**src/rtl/f1_start_seq.sv**
```systemverilog
// f1_start_seq: F1 start-light sequencer.
// A trigger lights NUM_LIGHTS lamps, one per prescaler tick. All lamps are
// then held on for a hold period, after which they go dark. The block then
// counts clock cycles until the driver reacts.
// A reaction while lamps are still lighting or holding is a jump start.
//
// Build option: F1_RANDOM_HOLD_EN
//   Defined:   the hold length is taken from a 7-bit LFSR (1..127 ticks).
//   Undefined: the hold length is HOLD_TICKS.
//
// dbg_state_o exposes the FSM state for checkers:
//   0 = IDLE, 1 = LIGHT, 2 = HOLD, 3 = OUT.
module f1_start_seq #(
  parameter int NUM_LIGHTS = 8,
  parameter int WIDTH      = 16,
  parameter int RT_W       = 16,
  parameter int HOLD_TICKS = 3
) (
  input  logic                  clk,
  input  logic                  rst,
  input  logic                  en,
  input  logic                  trigger,
  input  logic                  react,
  input  logic [WIDTH-1:0]      N,
  output logic [NUM_LIGHTS-1:0] data_out,
  output logic                  busy,
  output logic [RT_W-1:0]       react_time,
  output logic                  react_valid,
  output logic                  jump_start,
  output logic [1:0]            dbg_state_o
);

  localparam logic [1:0] ST_IDLE  = 2'd0;
  localparam logic [1:0] ST_LIGHT = 2'd1;
  localparam logic [1:0] ST_HOLD  = 2'd2;
  localparam logic [1:0] ST_OUT   = 2'd3;

  logic [1:0]            state_q, state_d;
  logic [NUM_LIGHTS-1:0] data_q, data_d;
  logic [WIDTH-1:0]      presc_q, presc_d;
  logic [WIDTH-1:0]      hold_q, hold_d;
  logic [RT_W-1:0]       rt_cnt_q, rt_cnt_d;
  logic [RT_W-1:0]       react_time_q, react_time_d;
  logic                  valid_q, valid_d;
  logic                  js_q, js_d;
  logic                  tick;
  logic [NUM_LIGHTS-1:0] shifted;
  logic [WIDTH-1:0]      hold_load;

`ifdef F1_RANDOM_HOLD_EN
  logic [6:0] lfsr_q, lfsr_d;

  // x^7 + x^6 + 1 Fibonacci LFSR, stepping on every enabled cycle.
  always_comb begin
    lfsr_d = lfsr_q;
    if (en) lfsr_d = {lfsr_q[5:0], lfsr_q[6] ^ lfsr_q[5]};
  end

  // LFSR register, seeded with a non-zero value so it never locks up.
  always_ff @(posedge clk or posedge rst) begin
    if (rst) lfsr_q <= 7'h01;
    else     lfsr_q <= lfsr_d;
  end

  assign hold_load = WIDTH'(lfsr_q);
`else
  assign hold_load = WIDTH'(HOLD_TICKS);
`endif

  // A tick fires when the prescaler has counted down to zero on an enabled cycle.
  assign tick    = en && (presc_q == '0);
  assign shifted = {data_q[NUM_LIGHTS-2:0], 1'b1};

  // Next-state logic. A reaction takes priority over a tick in the same cycle.
  always_comb begin
    state_d      = state_q;
    data_d       = data_q;
    presc_d      = presc_q;
    hold_d       = hold_q;
    rt_cnt_d     = rt_cnt_q;
    react_time_d = react_time_q;
    valid_d      = 1'b0;
    js_d         = 1'b0;
    if (en) begin
      presc_d = (presc_q == '0) ? N : presc_q - WIDTH'(1);
      case (state_q)
        ST_IDLE: begin
          if (trigger) begin
            state_d = ST_LIGHT;
            data_d  = NUM_LIGHTS'(1);
            presc_d = N;
          end
        end
        ST_LIGHT: begin
          if (react) begin
            js_d    = 1'b1;
            data_d  = '0;
            state_d = ST_IDLE;
          end else if (tick) begin
            data_d = shifted;
            if (&shifted) begin
              state_d = ST_HOLD;
              hold_d  = hold_load;
              presc_d = N;
            end
          end
        end
        ST_HOLD: begin
          if (react) begin
            js_d    = 1'b1;
            data_d  = '0;
            state_d = ST_IDLE;
          end else if (tick) begin
            // A zero hold count is treated like one, so the sequencer cannot stall here.
            if (hold_q <= WIDTH'(1)) begin
              state_d  = ST_OUT;
              data_d   = '0;
              rt_cnt_d = '0;
            end else begin
              hold_d = hold_q - WIDTH'(1);
            end
          end
        end
        default: begin
          if (react) begin
            react_time_d = rt_cnt_q;
            valid_d      = 1'b1;
            state_d      = ST_IDLE;
          end else if (rt_cnt_q != '1) begin
            rt_cnt_d = rt_cnt_q + RT_W'(1);
          end
        end
      endcase
    end
  end

  // State registers. Reset clears everything at once, including the pulses.
  always_ff @(posedge clk or posedge rst) begin
    if (rst) begin
      state_q      <= ST_IDLE;
      data_q       <= '0;
      presc_q      <= '0;
      hold_q       <= '0;
      rt_cnt_q     <= '0;
      react_time_q <= '0;
      valid_q      <= 1'b0;
      js_q         <= 1'b0;
    end else begin
      state_q      <= state_d;
      data_q       <= data_d;
      presc_q      <= presc_d;
      hold_q       <= hold_d;
      rt_cnt_q     <= rt_cnt_d;
      react_time_q <= react_time_d;
      valid_q      <= valid_d;
      js_q         <= js_d;
    end
  end

  assign data_out    = data_q;
  assign busy        = (state_q != ST_IDLE);
  assign react_time  = react_time_q;
  assign react_valid = valid_q;
  assign jump_start  = js_q;
  assign dbg_state_o = state_q;

endmodule

```
**config.mk**
```make
export PLATFORM = sky130hd
export DESIGN_NAME = f1_start_seq
export DESIGN_NICKNAME = d
export VERILOG_FILES = /design/src/rtl/f1_start_seq.sv
export SDC_FILE = /design/constraint.sdc
export NUM_CORES = 1
export LEC_CHECK = 0
export ABC_AREA = 1
export BUFFER_PORTS_ARGS = -buffer_cell sky130_fd_sc_hd__buf_2
export CORE_MARGIN = 1.5
export CORE_UTILIZATION = 35
export DETAILED_ROUTE_END_ITERATION = 10
export GPL_TIMING_DRIVEN = 0
export PLACE_DENSITY = 0.57
export SLEW_MARGIN = 20
export SYNTH_ARGS = -nofsm -noshare
export SYNTH_HDL_FRONTEND = slang
export SYNTH_SLANG_ARGS = --single-unit
```
**constraint.sdc**
```tcl
create_clock -name clk -period 3.9 [get_ports clk]
set_input_delay 0.39 -clock clk [delete_from_list [all_inputs] [get_ports clk]]
set_output_delay 0.39 -clock clk [all_outputs]
set_load 0.05 [all_outputs]
```
# Yosys cells after proc, flatten, opt, wreduce, memory -nomap -nowiden
# Index checks and enable logic that the tools add are counted.
op_classes:
  n_addsub: 3
  mul: 0
  div: 0
  n_lt_le_gt_ge: 1
  eq_ne: 15
  shifts: 0
  mux: 40
  bitwise: 3
  n_reduce_logical: 17
ops:
  columns: ["cell", "n"]
  rows:
  - ["$mux 16", 16]
  - ["$pmux 16 s2", 3]
  - ["$mux 8", 6]
  - ["$sub 16x1->16 const B", 2]
  - ["$pmux 8 s3", 1]
  - ["$add 16x1->16 const B", 1]
  - ["$le 16x1->1 const B", 1]
  - ["$logic_not 16->1", 1]
  - ["$mux 2", 8]
  - ["$ne 16x16->1 const B", 1]
  - ["$ne 2x2->1 const B", 8]
  - ["$reduce_and 7->1", 2]
  - ["$ne 3x3->1 const B", 4]
  - ["$reduce_and 6->1", 2]
  - ["$reduce_and 8->1", 1]
  - ["$pmux 2 s3", 1]
  - ["$reduce_bool 2->1", 3]
  - ["$mux 1", 5]
  - ["$reduce_bool 4->1", 1]
  - ["$reduce_or 2->1", 2]
  - ["$not 1->1", 3]
  - ["$reduce_and 3->1", 1]
  - ["$reduce_bool 3->1", 1]
  - ["$reduce_or 3->1", 1]
  - ["other kinds (4)", 4]
totals:
  regBits: 76
  latch_bits: 0
  ram_bits: 0
  rom_bits: 0
  in_bits: 21
  output_inout_bits: 29
  wordCells: 87
  mem_count: 0

# Longest topological paths before layout
# Gate-level depths: netlist of run 1.
logic_depth:
  ltp_word: 6
  mapped_depth: 13
  depth_no_buf: 12

# Worst setup path after synthesis of run 1
# OpenSTA, ideal clock, no wires.
synth_timing:
  kind: "register to register"
  start: "reg state_q[0], in the netlist dbg_state_o[0]"
  end: "reg data_q[5], in the netlist data_out[5]"
  arrival_ns: 2.092
  t_required_ns: 3.780
  path_slack_ns: 1.688
  path_stages_with_launch: 10
  n_path_buf: 1
  period_less_slack_ns: 2.212
  cell_sequence: "dfrtp_1 -> inv_1 -> ha_1 -> inv_1 -> nor2_1 -> nor2_1 -> nand4_2 -> buf_6 -> nand2_1 -> o21ai_2"
synth_between:
  elab_chain_cells: 3
  elab_cells_between_ends: 10
  cone_classes: "6 x eq/ne; 1 x mux; 3 x reduce/logical"
synth_rtl:
  columns: ["element", "line_no", "text"]
  rows:
  - ["start, declared", "38", "logic [1:0] state_q, state_d;"]
  - ["start signal, assigned", "149", "state_q <= state_d;"]
  - ["$eq 2x2->1, or another cell as far along", "86", "case (state_q)"]
  - ["$ne 3x3->1 (no source line), or another cell as far along", null, null]
  - ["$reduce_and 6->1 (no source line)", null, null]
  - ["end signal, assigned", "150", "data_q <= data_d;"]
  - ["end, declared", "39", "logic [NUM_LIGHTS-1:0] data_q, data_d;"]
# Parallel ways exist; a longest one is shown, timed or not.
# A chain may end at the register's enable or synchronous reset.

# Worst setup path in the final report of run 1
layout_timing:
  start: "reg state_q[0], in the netlist dbg_state_o[0]"
  end: "reg data_q[6], in the netlist data_out[6]"
# The elaborated chain is that of the path after synthesis.

==> results of run 1 <==
## state kept, by name (all words and copies together) (netlist names)
name,cells
react_time,16
dbg_state_o,2
presc_q,16
rt_cnt_q,16
hold_q,16
data_out,8
react_valid,1
jump_start,1
## cells in the mapped netlist, drive strengths merged
library cell,n,area share [%]
nand3,65,7.0
and2,2,0.25
a21oi,7,0.94
nor3,21,2.5
buf,10,1.6
nor2,103,9.1
o21bai,1,0.15
nand4,8,1.1
dfrtp,76,39
xor2,12,2.1
nand2,257,20
inv,74,5.7
o21ai,52,5.9
or2,4,0.51
xnor2,1,0.18
a21o,1,0.15
clkinv,1,0.076
clkbuf,8,0.61
ha,9,2.3
nand3b,7,1.1
## power by group through the flow
stage               combinational, W  clock, W  sequential, W
floorplan                    0.00181         0        0.00146
global placement             0.00251         0        0.00130
detailed placement           0.00252         0        0.00130
CTS                          0.00252  0.000825        0.00129
global route                 0.00287  0.000851        0.00134
finish                       0.00251  0.000791        0.00129
## worst max-delay path, stage by stage, from the launching register on
cell and delay (ns):
dfrtp_1 0.42, inv_1 0.09, ha_1 0.19, buf_2 0.18
inv_2 0.15, nor2_1 0.10, nor2_1 0.20, clkinv_1 0.11
nand2_1 0.09, nand4_2 0.22, buf_6 0.25, nand2_1 0.07
o21ai_2 0.05
## logic make-up (layout without fill, tap and decap cells)
logic type	Yosys count	after routing	share of synthesized area, %
simple gates	467	467	41.5
buf+inv	93	157	7.97
flops	76	76	38.7
compound gates	61	61	7.16
xor+xnor	13	13	2.32
fa+ha+maj	9	9	2.29
## per-stage QoR
step	hold slack [ns]	utilization [%]	instances	setup WS, ns	total power (W)
3_3_place_gp	0.451	39.0	947	0.478	0.00381
4_1_cts	0.0139	41.3	963	1.67	0.00464
2_1_floorplan	0.464	-	719	1.57	0.00327
3_5_place_dp	0.391	39.3	948	1.69	0.00382
5_1_grt	0.0305	41.3	963	1.43	0.00506
6_report	0.0131	41.3	963	1.67	0.00460
## final cells by class
class                      instances  area, um^2
buffer                            18         110
sequential                        76        1900
tap                              180         225
fill                            1502        8090
clock inverter                     3        22.5
clock buffer                      12         256
inverter                          75         284
timing repair buffer              49         268
multi-input combinational        550        2620
## cell usage in the layout, fill, tap and decap left out, drive strengths merged
cell,synthesis,layout
o21ai,52,52
dfrtp,76,76
o21bai,1,1
nand4,8,8
ha,9,9
buf,10,59
a21o,1,1
nand2,257,257
clkinv,1,1
xor2,12,12
nor2,103,103
xnor2,1,1
clkinvlp,0,3
a21oi,7,7
inv,74,74
nand3,65,65
or2,4,4
and2,2,2
nand3b,7,7
nor3,21,21
clkbuf,8,20
## final timing paths
| check | to | slack (ns) | startpoint |
|---|---|---|---|
| setup / recovery | data_out[6] | 1.67 | dbg_state_o[0] |
| hold / removal | rt_cnt_q[14] | 0.01 | rst |
| setup reg to reg | data_out[6] | 1.67 | dbg_state_o[0] |
| hold reg to reg | react_time[14] | 0.47 | react_time[14] |
| max in group asynchronous | hold_q[15] | 3.32 | rst |
| min in group clk | presc_q[13] | 0.35 | N[13] |
## routing by layer
layer  share of wire (%)  global-route usage (%)
met1                  50                    22.8
met2                  45                    28.3
met3                 3.4                    4.51
met4                 1.2                    5.07
met5                   0                       0
==> run_results.csv, run 1 <==
group,metric,value,unit
run_status,status,"completed",
placement,place_congestion,0.834,
placement,port_buffers,48,
cts,clock_path_buffers,2,
cts,cts-resized-gates,0,
pwr,power_density,808,nW/um^2
cts,cts_max_level,3,
logic_synthesis,yosysWarningCount,0,
placement,dp_hpwl,8780,um
floorplanning,ios,50,
detailed_routing,drt_pass1_iterations,5,
logic_synthesis,synth_nets,749,
cts,cts.sinks,76,
grt,grt_pass1_vias,4245,
logic_synthesis,synth_seq_cells,76,
timing,rsz0062_at_grt,"no",
grt,track_usage,17.4,%
timing,fin_crit,2.23,ns
pwr,swShare,49.8,%
worst_setup_path,crit_type,"reg -> reg",
detailed_routing,wl_per_cell,12.2,um
timing,fin_crit_sh,57.3,%
logic_synthesis,syn_area_per_cell,6.83,um^2
final_layout,synthToLayoutAreaGrowth,15.8,%
cts,cts_buffers,9,
worst_setup_path,path_max_fanout,10,
timing,slew_headroom,40.4,%
cts,clkSlewWorstSetupHoldPaths,0.06,ns
grt,grt_pass1_wl,20200,um
logic_synthesis,seq_area_frac_synth,38.7,%
worst_setup_path,cp-end-kind,"flop",
pwr,peakVddDrop,0.000315,V
detailed_routing,drt_iter0_markers,218,
final_layout,final_cell_area,5690,um^2
pwr,p_switching,0.00229,W
cts,postCtsHoldBufs,0,
detailed_routing,vias,4547,
detailed_routing,drtAntennaViolNets,0,
logic_synthesis,netlist_area,4910,um^2
timing,fin_setup_tns,0,ns
pwr,internal_power,0.00231,W
timing,fmax,0.448,GHz
floorplanning,initial_core_util,35.7,%
final_layout,nets,809,
placement,dpl_cell_area,5410,um^2
timing,worst_pin_slew,0.887,ns
flow_run,cap_violations,0,
pwr,p_leak,2.89,nW
logic_synthesis,synthDistinctLibCells,36,
timing,hold_viol,0,
worst_setup_path,worstPathArrival,2.47,ns
worst_setup_path,ff2ff_path_depth,12,
floorplanning,fp-row-count,43,
cts,tritoncts,"built",
timing,maxSlewViolCount,0,
cts,post_cts_buffers,0,
logic_synthesis,synthCells,719,
pwr,power_frac_seq,28.2,%
cts,root_buffer,"clkbuf_16",
timing,finClkSkew,0.00747,ns
pwr,p_comb_share,54.6,%
final_layout,antenna-diode-count,0,
pwr,power_frac_clock,17.2,%
grt,antenna_found_initial,0,
min_path,min_path_type,"in -> async",
grt,grt_overflow,0,
final_layout,drive_above_1_share,14.8,%
detailed_routing,vias_per_cell,4.72,
floorplanning,die_h,121,um
timing,setup_viol,0,
detailed_routing,drt_wl_total,11800,um
floorplanning,dieArea,14800,um^2
floorplanning,die_w,121,um
grt,grt_max_degree,53,
detailed_routing,drc_errors,0,
worst_setup_path,start_kind,"flop",
cts,clock_latency,0.35,ns
floorplanning,core,13800,um^2
worst_setup_path,critical_path_required,4.14,ns
Power figures use the tool's default switching activity.
==> inputs of run 2 (changes only) <==
ABC_AREA = 0   (was 1)
PLACE_DENSITY = 0.59   (was 0.57)
clock period = 1.87 ns   (was 3.9 ns; I/O delays follow)
==> run_results.csv, run 2 <==
group,metric,value,unit
floorplanning,dieArea,12700,um^2
logic_synthesis,synthMostInstantiatedCell,"dfrtp_1",
cts,cts_buffers,9,
logic_synthesis,yosysWarningCount,0,
cts,cts.sinks,76,
placement,dp_hpwl,7370,um
logic_synthesis,synth_nets,475,
logic_synthesis,ys_top_cells_by_count,"dfrtp_1 (76), nand2_1 (47), o21ai_0 (36), nor2_1 (34), a21oi_1 (22)",
logic_synthesis,synth_seq_cells,76,
detailed_routing,vias,3982,
cts,cts_max_level,3,
cts,clock_latency,0.34,ns
final_layout,antenna-diode-count,0,
grt,grt_pass1_wl,19600,um
min_path,min_path_type,"in -> reg",
detailed_routing,drtAntennaViolNets,0,
pwr,peakVddDrop,0.000510,V
placement,place_congestion,0.876,
floorplanning,fp-row-count,39,
detailed_routing,vias_per_cell,5.71,
grt,grt_pass1_vias,3862,
timing,fin_crit,2.57,ns
pwr,power_density,1330,nW/um^2
cts,tritoncts,"built",
flow_run,cap_violations,0,
timing,maxSlewViolCount,0,
detailed_routing,drt_iter0_markers,341,
final_layout,nets,579,
logic_synthesis,syn_area_per_cell,9.48,um^2
logic_synthesis,synth_edf_count,0,
floorplanning,initial_core_util,36.5,%
floorplanning,die_h,113,um
logic_synthesis,synthDistinctLibCells,53,
logic_synthesis,netlist_area,4220,um^2
worst_setup_path,start_kind,"flop",
worst_setup_path,path_max_fanout,4,
final_layout,synthToLayoutAreaGrowth,41.5,%
timing,whs,0.121,ns
floorplanning,ios,50,
grt,antenna_found_initial,0,
final_layout,fin_cells,697,
timing,finClkSkew,0.00353,ns
detailed_routing,drt_wl_total,11900,um
grt,track_usage,19.2,%
logic_synthesis,synthCells,445,
floorplanning,die_w,113,um
worst_setup_path,crit_type,"reg -> reg",
timing,fin_crit_sh,137,%
detailed_routing,wl_per_cell,17.1,um
final_layout,fill_cells,999,
logic_synthesis,seq_area_frac_synth,45.1,%
logic_synthesis,asyncSetResetFlopFracSynth,100,%
placement,dp.cells,639,
pwr,p_leak,2.64,nW
final_layout,layout_commonest_cell,"dfrtp_1",
logic_synthesis,synthTopCellsByArea,"dfrtp_1 (45%), mux2_2 (4.8%), o21ai_0 (4.3%), nand2_1 (4.2%), nor2_1 (3.0%)",
final_layout,drive_above_1_share,42.1,%
cts,clkSlewWorstSetupHoldPaths,0.06,ns
timing,fmax,0.390,GHz
cts,root_buffer,"clkbuf_16",
timing,setup_slack,-0.696,ns
timing,hold_viol,0,
worst_setup_path,worstPathArrival,2.84,ns
grt,grt_max_degree,32,
timing,worst_pin_slew,0.764,ns
timing,setup_viol,58,
logic_synthesis,synth_top_cell_by_area,"dfrtp_1",
cts,clock_path_buffers,2,
grt,grt_overflow,0,
placement,port_buffers,49,
timing,slew_headroom,49.0,%
detailed_routing,drc_errors,0,
worst_setup_path,critical_path_required,2.14,ns
worst_setup_path,cp-end-kind,"flop",
detailed_routing,drt_pass1_iterations,5,
logic_synthesis,synth_top_area_share,45.1,%
run_status,status,"finished, violations left",
final_layout,mostFrequentLayoutCells,"dfrtp_1 (67), buf_2 (50), nand2_1 (37), nor2_1 (29), buf_4 (29)",
floorplanning,core,11600,um^2
run_status,violations,"setup timing",
timing,rsz0062_at_grt,"yes",
logic_synthesis,ys.flop_type,"dfrtp_1",
==> run 2: kinds of logic (layout without fill, tap and decap cells) <==
| group | after synthesis | in the layout | synth area share (%) |
|---|---|---|---|
| simple gates | 169 | 169 | 21.7 |
| compound gates | 107 | 107 | 16.4 |
| flops | 76 | 76 | 45.1 |
| buf+inv | 45 | 154 | 4.57 |
| mux | 26 | 26 | 6.82 |
| xor+xnor | 13 | 13 | 2.70 |
| fa+ha+maj | 9 | 9 | 2.67 |
==> run 2: worst max-delay path: stages, from the launching register on <==
cell and delay (ns):
dfrtp_2 0.40, or4_4 0.54, or4_4 0.48, nor4_4 0.26, buf_4 0.17, o2111ai_2 0.12
or3_4 0.39, a21oi_2 0.12
==> run 2: final cells by class <==
class	count	area (um^2)	area share [%]
Multi-Input combinational cell	324	2520	42.3
Sequential cell	76	1910	32.1
Inverter	21	82.6	1.38
Buffer	18	158	2.64
Clock inverter	5	108	1.80
Timing Repair Buffer	99	761	12.8
Tap cell	143	179	3.00
Clock buffer	11	243	4.07
==> run 2: worst paths after layout <==
path,start,cells past startpoint,slack [ns],endpoint
worst max-delay path,hold_q[8],7,-0.70,rt_cnt_q[11]
worst min-delay path,N[6],3,0.12,presc_q[6]
worst max register to register,hold_q[8],7,-0.70,rt_cnt_q[11]
worst min register to register,react_time[3],1,0.50,react_time[3]
max in group asynchronous,rst,5,0.70,hold_q[8]
min in group asynchronous,rst,3,0.41,react_time[5]
==> run 2: what timing repair did <==
action,4_1_cts,5_1_grt
endpoints found under the hold margin,20,0
endpoints found under the setup margin,67,62
hold buffers,1,0
pin swaps,28,16
gates cloned,6,0
buffers inserted,34,8
resized for setup,108,54
==> run 2: routing by layer <==
layer  part of all wire (%)  GRT usage, %
met5                      0             0
met4                    3.0          8.86
met3                    5.9          4.34
met2                     46          29.0
met1                     45          26.3
==> run 2: through the flow <==
| step | TNS [ns] | total power [W] | setup slack (ns) | area (um^2) | util, % |
|---|---|---|---|---|---|
| floorplan | -22.18 | 0.00420 | -0.811 | 4270 | - |
| global placement | -42.35 | 0.00476 | -0.988 | 4700 | 40.6 |
| detailed placement | -43.18 | 0.00482 | -0.993 | 4740 | 40.9 |
| CTS | -25.37 | 0.00765 | -0.715 | 5730 | 49.6 |
| global route | -32.54 | 0.00839 | -0.765 | 5960 | 51.6 |
| finish | -27.40 | 0.00794 | -0.696 | 5960 | 51.6 |
==> run 2: power by group <==
group          total, W  internal (W)  leakage, nW  switching, W
sequential      0.00251       0.00204        0.975      0.000473
clock           0.00205       0.00135        0.170      0.000699
combinational   0.00338       0.00143         1.49       0.00195
==> inputs of run 3 (changes only) <==
CORE_UTILIZATION = 53   (was 35)
PLACE_DENSITY = 0.81   (was 0.59)
REMOVE_ABC_BUFFERS = 1   (was default)
==> run_results.csv, run 3 (synthesized netlist as in run 2, its figures left out) <==
group,metric,value,unit
run_status,status,"finished, violations left",
run_status,violations,"setup timing",
timing,rsz0062_at_grt,"yes",
cts,root_buffer,"clkbuf_8",
timing,whs,0.0960,ns
final_layout,synthToLayoutAreaGrowth,34.4,%
cts,cts_buffers,9,
grt,met2_usage,46.9,%
final_layout,mostFrequentLayoutCells,"dfrtp_1 (72), buf_2 (48), nand2_1 (42), nor2_1 (28), buf_4 (27)",
timing,hold_viol,0,
grt,track_usage,27.8,%
pwr,p_leak,2.52,nW
timing,fmax,0.364,GHz
pwr,internal_power,0.00415,W
placement,dp.cells,573,
grt,top_usage_layer,"met2",
grt,grt_use_met3,5.56,%
final_layout,layout_commonest_cell,"dfrtp_1",
cts,clock_path_buffers,2,
placement,place_congestion,0.836,
floorplanning,core,7730,um^2
worst_setup_path,path_max_fanout,3,
final_layout,nets,564,
detailed_routing,vias_per_cell,6.53,
pwr,power_density,1330,nW/um^2
detailed_routing,drt_pass1_iterations,5,
worst_setup_path,critical_path_required,2.14,ns
detailed_routing,vias,4181,
worst_setup_path,crit_type,"reg -> reg",
final_layout,fill_cells,494,
pwr,swShare,45.1,%
timing,finClkSkew,0.0175,ns
grt,globalRouteMet1Util,34.5,%
grt,antenna_found_initial,0,
pwr,peakVddDrop,0.000789,V
grt,grt_max_degree,48,
floorplanning,fp-row-count,32,
flow_run,cap_violations,0,
pwr,p_switching,0.00340,W
detailed_routing,drc_errors,0,
timing,fin_crit,2.75,ns
grt,grt_pass1_vias,3879,
cts,cts.sinks,76,
timing,maxSlewViolCount,0,
detailed_routing,drt_iter0_markers,505,
floorplanning,die_h,92.2,um
placement,port_buffers,49,
timing,fin_crit_sh,147,%
detailed_routing,drt_wl_total,13600,um
cts,clock_latency,0.37,ns
final_layout,drive_above_1_share,40.3,%
floorplanning,ios,50,
grt,grt_overflow,0,
floorplanning,die_w,92.2,um
placement,dp_hpwl,6370,um
timing,setup_viol,58,
final_layout,antenna-diode-count,0,
pwr,p_comb_share,48.4,%
min_path,min_path_type,"in -> reg",
cts,tritoncts,"built",
grt,grt_pass1_wl,18700,um
detailed_routing,drtAntennaViolNets,0,
timing,fin_setup_tns,-32.86,ns
final_layout,fin_util,73.3,%
timing,worst_pin_slew,0.757,ns
detailed_routing,wl_per_cell,21.2,um
pwr,power_frac_seq,34.4,%
worst_setup_path,cp-end-kind,"flop",
pwr,power_frac_clock,17.2,%
timing,slew_headroom,49.5,%
floorplanning,dieArea,8500,um^2
cts,clkSlewWorstSetupHoldPaths,0.09,ns
final_layout,fin_cells,640,
floorplanning,initial_core_util,54.6,%
worst_setup_path,start_kind,"flop",
worst_setup_path,worstPathArrival,3.01,ns
timing,setup_slack,-0.875,ns
cts,cts_max_level,3,
-- run 3: cell count changes in the layout (fill, tap and decap cells not counted), sizes merged --
cell	previous run	this run
bufinv	3	1
a2111o	1	3
and2	4	5
buf	107	96
clkbuf	20	12
inv	21	23
-- run 3: routing by layer --
metal / share of wire [%] / up-vias
met5: 0 / -
met4: 5.5 / 0
met3: 7.8 / 75
met2: 49 / 260
met1: 38 / 2027
li1: - / 1819
-- run 3: power groups by stage --
stage | logic [W] | clock network (W) | registers, W
after CTS | 0.00279 | 0.00128 | 0.00251
final | 0.00366 | 0.00130 | 0.00260
after floorplan | 0.00142 | 0 | 0.00267
after detailed placement | 0.00217 | 0 | 0.00251
after global routing | 0.00387 | 0.00138 | 0.00264
after global placement | 0.00208 | 0 | 0.00247
-- run 3: final timing paths --
check	depth (start not counted)	slack [ns]	from	end
max reg2reg	9	-0.88	presc_q[0]	hold_q[6]
max	9	-0.88	presc_q[0]	hold_q[6]
min reg2reg	1	0.50	react_time[10]	react_time[10]
max in group asynchronous	4	0.92	rst	hold_q[4]
min in group asynchronous	3	0.38	rst	presc_q[11]
min	3	0.1	N[7]	presc_q[7]
-- run 3: critical path: stages, from the launching register on --
cell and delay [ns]:
dfrtp_1 0.41, inv_2 0.15, ha_4 0.18, nor4bb_4 0.26
nand4_1 0.20, and2_4 0.24, a2111o_2 0.50, buf_6 0.15
or4b_4 0.47, o211ai_1 0.10
-- run 3: stage by stage --
stage | setup WS, ns | power (W) | cell area (um^2)
finish | -0.875 | 0.00755 | 5670
global route | -0.984 | 0.00789 | 5670
CTS | -0.730 | 0.00658 | 5200
detailed placement | -1.58 | 0.00468 | 4510
global placement | -1.50 | 0.00455 | 4480
floorplan | -1.37 | 0.00409 | 4100
-- run 3: cell type report --
class	instances	area [um^2]	share of cell area, %
clock buffer	10	138	2.43
multi-input combinational	327	2580	45.5
tap	102	128	2.25
clock inverter	5	60.1	1.06
inverter	21	83.8	1.48
sequential	76	1910	33.6
timing repair buffer	99	773	13.6
-- run 3: repair_timing --
item	in CTS	in global routing
hold buffers	1	0
endpoints found under the setup margin	74	75
endpoints found under the hold margin	29	0
buffers inserted	32	17
resized for setup	55	97
pin swaps	21	45
cloned	4	1
